## src/rtl/fir_mac_scheduler_pkg.sv

```systemverilog
// Shared definitions for the FIR MAC scheduler: data widths, FSM state encoding
// and a constant-evaluable clog2 helper used to size the accumulator.
package fir_mac_scheduler_pkg;

  localparam int unsigned SAMPLE_W = 4;
  localparam int unsigned COEF_W   = 4;
  localparam int unsigned PROD_W   = 8;
  localparam int unsigned ADDR_W   = 3;

  typedef enum logic [1:0] {
    ST_IDLE = 2'd0,
    ST_MAC  = 2'd1,
    ST_DONE = 2'd2
  } state_t;

  // Smallest r with 2**r >= v (0 for v <= 1).
  function automatic int unsigned clog2(input int unsigned v);
    int unsigned r;
    r = 0;
    for (int unsigned i = 0; i < 32; i++) begin
      if ((64'd1 << i) < 64'(v)) r = i + 1;
    end
    return r;
  endfunction

endpackage

```

## src/rtl/fir_mac_scheduler_mul_4bit.sv

```systemverilog
// Combinational 4x4 unsigned multiplier shared by all taps.
// Ports: i_a (sample), i_b (coefficient), o_r (8-bit product).
module fir_mac_scheduler_mul_4bit
  import fir_mac_scheduler_pkg::*;
(
  input  logic [SAMPLE_W-1:0] i_a,
  input  logic [COEF_W-1:0]   i_b,
  output logic [PROD_W-1:0]   o_r
);

  assign o_r = PROD_W'(i_a) * PROD_W'(i_b);

endmodule

```

## src/rtl/fir_mac_scheduler.sv

```systemverilog
// Time-multiplexed FIR: one shared 4x4 multiplier walks TAPS taps per sample.
// Ports:
//   clk, rst_n                    clock, async active-low reset
//   in_valid/in_data/in_ready     sample input handshake (4-bit unsigned)
//   out_valid/out_data/out_ready  filtered result handshake (OUT_W bits)
//   coef_we/coef_addr/coef_wdata  coefficient write port (IDLE only)
//   cfg_err                       1-cycle pulse when a coefficient write is dropped
// Build option: define FIR_SAT_EN to saturate out_data instead of wrapping.
module fir_mac_scheduler
  import fir_mac_scheduler_pkg::*;
#(
  parameter int unsigned TAPS  = 4,
  parameter int unsigned OUT_W = 8
) (
  input  logic                clk,
  input  logic                rst_n,
  input  logic                in_valid,
  input  logic [SAMPLE_W-1:0] in_data,
  output logic                in_ready,
  output logic                out_valid,
  output logic [OUT_W-1:0]    out_data,
  input  logic                out_ready,
  input  logic                coef_we,
  input  logic [ADDR_W-1:0]   coef_addr,
  input  logic [COEF_W-1:0]   coef_wdata,
  output logic                cfg_err
);

  localparam int unsigned ACC_W = PROD_W + clog2(TAPS);

  state_t                r_state, w_state_nxt;
  logic [SAMPLE_W-1:0]   r_delay [TAPS];
  logic [COEF_W-1:0]     r_coef  [TAPS];
  logic [ADDR_W-1:0]     r_tap_cnt;
  logic [ACC_W-1:0]      r_acc;
  logic [ACC_W-1:0]      w_acc_sum;
  logic [OUT_W-1:0]      r_out_data;
  logic [OUT_W-1:0]      w_out_nxt;
  logic                  r_in_ready, r_out_valid, r_cfg_err;
  logic                  w_in_ready_nxt, w_out_valid_nxt;
  logic                  w_accept, w_coef_ok, w_last_tap;
  logic [SAMPLE_W-1:0]   w_mul_a;
  logic [COEF_W-1:0]     w_mul_b;
  logic [PROD_W-1:0]     w_prod;

  assign in_ready  = r_in_ready;
  assign out_valid = r_out_valid;
  assign out_data  = r_out_data;
  assign cfg_err   = r_cfg_err;

  assign w_accept   = (r_state == ST_IDLE) && in_valid;
  assign w_coef_ok  = coef_we && (r_state == ST_IDLE) && (32'(coef_addr) < TAPS);
  assign w_last_tap = (r_tap_cnt == ADDR_W'(TAPS - 1));

  // Tap mux feeding the shared multiplier.
  always_comb begin
    w_mul_a = '0;
    w_mul_b = '0;
    for (int unsigned k = 0; k < TAPS; k++) begin
      if (r_tap_cnt == ADDR_W'(k)) begin
        w_mul_a = r_delay[k];
        w_mul_b = r_coef[k];
      end
    end
  end

  fir_mac_scheduler_mul_4bit u_mul_4bit (
    .i_a (w_mul_a),
    .i_b (w_mul_b),
    .o_r (w_prod)
  );

  // Accumulate and reduce to the output width.
  always_comb begin
    w_acc_sum = r_acc + ACC_W'(w_prod);
`ifdef FIR_SAT_EN
    if ((OUT_W < ACC_W) && (w_acc_sum > ACC_W'((64'd1 << OUT_W) - 64'd1))) begin
      w_out_nxt = '1;
    end else begin
      w_out_nxt = OUT_W'(w_acc_sum);
    end
`else
    w_out_nxt = OUT_W'(w_acc_sum);
`endif
  end

  // FSM state register.
  always_ff @(posedge clk or negedge rst_n) begin
    if (!rst_n) r_state <= ST_IDLE;
    else        r_state <= w_state_nxt;
  end

  // FSM next state and next-cycle output flags.
  always_comb begin
    w_state_nxt     = r_state;
    w_in_ready_nxt  = 1'b0;
    w_out_valid_nxt = 1'b0;
    case (r_state)
      ST_IDLE: if (in_valid)   w_state_nxt = ST_MAC;
      ST_MAC:  if (w_last_tap) w_state_nxt = ST_DONE;
      ST_DONE: if (out_ready)  w_state_nxt = ST_IDLE;
      default:                 w_state_nxt = ST_IDLE;
    endcase
    w_in_ready_nxt  = (w_state_nxt == ST_IDLE);
    w_out_valid_nxt = (w_state_nxt == ST_DONE);
  end

  // Registered handshake flags and write-drop pulse.
  always_ff @(posedge clk or negedge rst_n) begin
    if (!rst_n) begin
      r_in_ready  <= 1'b1;
      r_out_valid <= 1'b0;
      r_cfg_err   <= 1'b0;
    end else begin
      r_in_ready  <= w_in_ready_nxt;
      r_out_valid <= w_out_valid_nxt;
      r_cfg_err   <= coef_we && !w_coef_ok;
    end
  end

  // Delay line: newest sample at index 0.
  always_ff @(posedge clk or negedge rst_n) begin
    if (!rst_n) begin
      for (int unsigned k = 0; k < TAPS; k++) r_delay[k] <= '0;
    end else if (w_accept) begin
      r_delay[0] <= in_data;
      for (int unsigned k = 1; k < TAPS; k++) r_delay[k] <= r_delay[k-1];
    end
  end

  // Coefficient register file.
  always_ff @(posedge clk or negedge rst_n) begin
    if (!rst_n) begin
      for (int unsigned k = 0; k < TAPS; k++) r_coef[k] <= '0;
    end else begin
      for (int unsigned k = 0; k < TAPS; k++) begin
        if (w_coef_ok && (coef_addr == ADDR_W'(k))) r_coef[k] <= coef_wdata;
      end
    end
  end

  // Tap counter, accumulator and result latch (captured on the final tap).
  always_ff @(posedge clk or negedge rst_n) begin
    if (!rst_n) begin
      r_tap_cnt  <= '0;
      r_acc      <= '0;
      r_out_data <= '0;
    end else if (w_accept) begin
      r_tap_cnt <= '0;
      r_acc     <= '0;
    end else if (r_state == ST_MAC) begin
      r_tap_cnt <= r_tap_cnt + ADDR_W'(1);
      r_acc     <= w_acc_sum;
      if (w_last_tap) r_out_data <= w_out_nxt;
    end
  end

endmodule
```

## config.mk

```make
export PLATFORM = sky130hd
export DESIGN_NAME = fir_mac_scheduler
export DESIGN_NICKNAME = d
export VERILOG_FILES = /design/src/rtl/fir_mac_scheduler_pkg.sv /design/src/rtl/fir_mac_scheduler_mul_4bit.sv /design/src/rtl/fir_mac_scheduler.sv
export SDC_FILE = /design/constraint.sdc
export NUM_CORES = 1
export LEC_CHECK = 0
export CORE_AREA = 2 2 75 77
export DETAILED_ROUTE_END_ITERATION = 8
export DIE_AREA = 0 0 77 79
export PLACE_DENSITY = 0.84
export SYNTH_ARGS = -nofsm -noshare
export SYNTH_HDL_FRONTEND = slang
export SYNTH_SLANG_ARGS = --single-unit
```

## constraint.sdc

```tcl
create_clock -name clk -period 11.8 [get_ports clk]
set_input_delay 2.95 -clock clk [delete_from_list [all_inputs] [get_ports clk]]
set_output_delay 2.95 -clock clk [all_outputs]
set_load 0.05 [all_outputs]
```

==> run_results.csv <==
group,metric,value,unit
run_status,status,"finished, final reports clean",
synth,syn_avg_cell_area,11.2,um^2
setup_path,arrival,5350,ps
place,portBuffers,26,
floorplan,die_width,77,um
routing,vias,2047,
place,gp_congestion,0.849,
clocking,cts_sinks,56,
cells_and_area,n_antenna_cell,0,
clocking,hold_buffers,0,
global_route,antenna_found_initial,0,
floorplan,start_util,58.2,%
setup_path,start_kind,"register",
job,cap_violations,0,
cells_and_area,synthToLayoutAreaGrowth,13.8,%
cells_and_area,nets,349,
sta,fmax,0.194,GHz
clocking,cts_htree_levels,2,
clocking,cts_buffer_depth,2,
synth,synth_edf_count,0,
clocking,cts_buffers,5,
setup_path,crit_path_max_fanout,11,
sta,setup_violations,0,
sta,fin_crit,5150,ps
clocking,cts_tree,"built",
pwr,p_per_area,266,nW/um^2
sta,post-route-period-util,43.6,%
pwr,internal-power,0.000535,W
synth,synth_nets,322,
sta,hold_violations,0,
global_route,grt_pass1_vias,2142,
cells_and_area,final_cell_mix,"55 x dfrtp_1, 35 x mux2_1, 33 x nand2_1, 25 x clkdlybuf4s50_1, 20 x ha_1",
routing,viasPerCell,5.43,
clocking,clk_pin_slew_worst_paths,100,ps
cells_and_area,drive_gt1_share,6.56,%
routing,finalWirelength,5730,um
pwr,clkPwrFrac,13.6,%
pwr,combPwrFrac,50.0,%
pwr,swShare,43.1,%
floorplan,ioPinCount,27,
place,dp_hpwl,4190,um
cells_and_area,seq_area,1400,um^2
sta,tightest_slew,718,ps
sta,finalSetupTns,0,ps
synth,ys_seq_area_share,45.1,%
clocking,cts_setup_buffers,0,
pwr,power.net_switching,0.000405,W
clocking,root_buffer,"clkbuf_8",
floorplan,num_rows,27,
routing,first_pass_iters,4,
routing,ant_nets,0,
routing,drtIter0Drc,84,
cells_and_area,fillers,430,
synth,yosysWarnings,0,
synth,ys_async_sr_fraction,100,%
floorplan,dieHeight,79,um
floorplan,die_area,6080,um^2
worst_hold_path,hold_path.class,"register to register",
routing,wl_per_cell,15.2,um
global_route,grt_pass1_wl,10000,um
sta,fin_worst_skew,6.99,ps
pwr,power_frac_seq,36.4,%
pwr,leakage,1.66,nW
synth,ys_types,36,
setup_path,worstSetupEndpointType,"register",
floorplan,core_area,5340,um^2
synth,synth-seq-cells,56,
cells_and_area,multi_input_area,1590,um^2
setup_path,critPathKind,"register to register",
sta,slew_headroom,52.2,%
sta,fin_hold_ws,496,ps
clocking,ctsResizeCount,0,
global_route,grt_overflow,0,
setup_path,required,12000,ps
pwr,ir_worst_vdd,0.000113,V
clocking,clk_latency,310,ps
synth,syn-instance-count,277,
synth,synth_ff_type,"dfrtp_1",
routing,drc,0,
sta,slew_violations,0,
cells_and_area,final_common_cell,"dfrtp_1",
global_route,grt_start_max_net_pins,57,
synth,synth_area,3110,um^2
sta,grt_setup_unrepaired,"no",
global_route,grt_usage,20.8,%
==> metal layers <==
metal,GRT usage [%],wire length (um),share of wire [%]
met1,27.1,2680,47
met2,36.2,2860,50
met3,3.07,116,2.0
met4,6.61,78,1.4
met5,0,0,0
==> cell usage after synthesis, types with 3 or more instances <==
| cell | count | area [um^2] |
|---|---|---|
| a21o_1 | 3 | 22.5 |
| a21oi_1 | 10 | 50.1 |
| a22oi_1 | 6 | 45.0 |
| and3b_1 | 8 | 70.1 |
| buf_2 | 6 | 30.0 |
| dfrtp_1 | 55 | 1380 |
| fa_1 | 9 | 180 |
| ha_1 | 20 | 250 |
| inv_1 | 19 | 71.3 |
| mux2_1 | 35 | 394 |
| nand2_1 | 33 | 124 |
| nor2_1 | 18 | 67.6 |
| o21ai_1 | 15 | 75.1 |
| o22ai_1 | 5 | 31.3 |
| or2_1 | 4 | 25.0 |
| xnor2_1 | 5 | 43.8 |
==> through the flow <==
step / util [%] / power, W / std cells / cell area (um^2) / worst slack, ps
2_1_floorplan: - / 0.000690 / 277 / 3110 / 7270
3_3_place_gp: 64.2 / 0.000792 / 369 / 3430 / 6970
3_5_place_dp: 64.2 / 0.000815 / 369 / 3430 / 6710
4_1_cts: 66.3 / 0.000946 / 377 / 3540 / 6650
5_1_grt: 66.3 / 0.00102 / 377 / 3540 / 6360
6_report: 66.3 / 0.000940 / 377 / 3540 / 6650
==> critical path, cell delays in order (launching register included) <==
cell and delay (ps):
dfrtp_1 440, ha_1 230, ha_1 340, nor2_1 520, a22oi_1 240, or2_1 310
fa_1 520, fa_1 550, inv_1 50, fa_1 450, ha_1 350, a21o_1 230
a221oi_2 260, xnor2_1 210, nor2_1 90, a221o_1 260
==> power by group through the flow <==
stage	combinational, W	sequential (W)	clock, W
3_3_place_gp	0.000452	0.000340	0
6_report	0.000470	0.000342	0.000128
3_5_place_dp	0.000469	0.000346	0
4_1_cts	0.000474	0.000342	0.000130
5_1_grt	0.000526	0.000353	0.000138
2_1_floorplan	0.000315	0.000375	0
==> area by class of cell <==
cell class | count | share of cell area (%)
clock buffer | 6 | 2.05
tap | 72 | 2.55
inverter | 19 | 2.02
multi-input combinational | 194 | 45.0
timing repair buffer | 28 | 7.64
clock inverter | 2 | 1.10
sequential | 56 | 39.6
==> cells by family (layout without fill, tap and decap cells) <==
group	Yosys count	after routing	share of synthesized area (%)
DFF	56	56	45.1
buffers and inverters	27	55	3.62
muxes	35	35	12.7
xor gates and xnor gates	7	7	1.97
and+or+nand+nor	74	74	12.5
adders and majority gates	29	29	13.8
AOI/OAI and AO/OA	49	49	10.2
==> registers in the layout, summed over array words and instances (netlist names) <==
name,cells
cfg_err,1
in_ready,1
out_data,8
out_valid,1
r_acc,8
r_coef,16
r_delay,16
r_state,2
r_tap_cnt,3
==> final timing paths <==
check | from | end | slack, ps | cells past startpoint
min in group asynchronous | rst_n | r_delay[8] | 2760 | 2
worst min register to register | out_data[0] | out_data[0] | 500 | 1
worst max register to register | r_tap_cnt[0] | r_acc[7] | 6650 | 15
max in group asynchronous | rst_n | out_data[7] | 8560 | 2
worst max-delay path | r_tap_cnt[0] | r_acc[7] | 6650 | 15
worst min-delay path | out_data[0] | out_data[0] | 500 | 1
No activity file was read; power rests on OpenSTA's default activity.
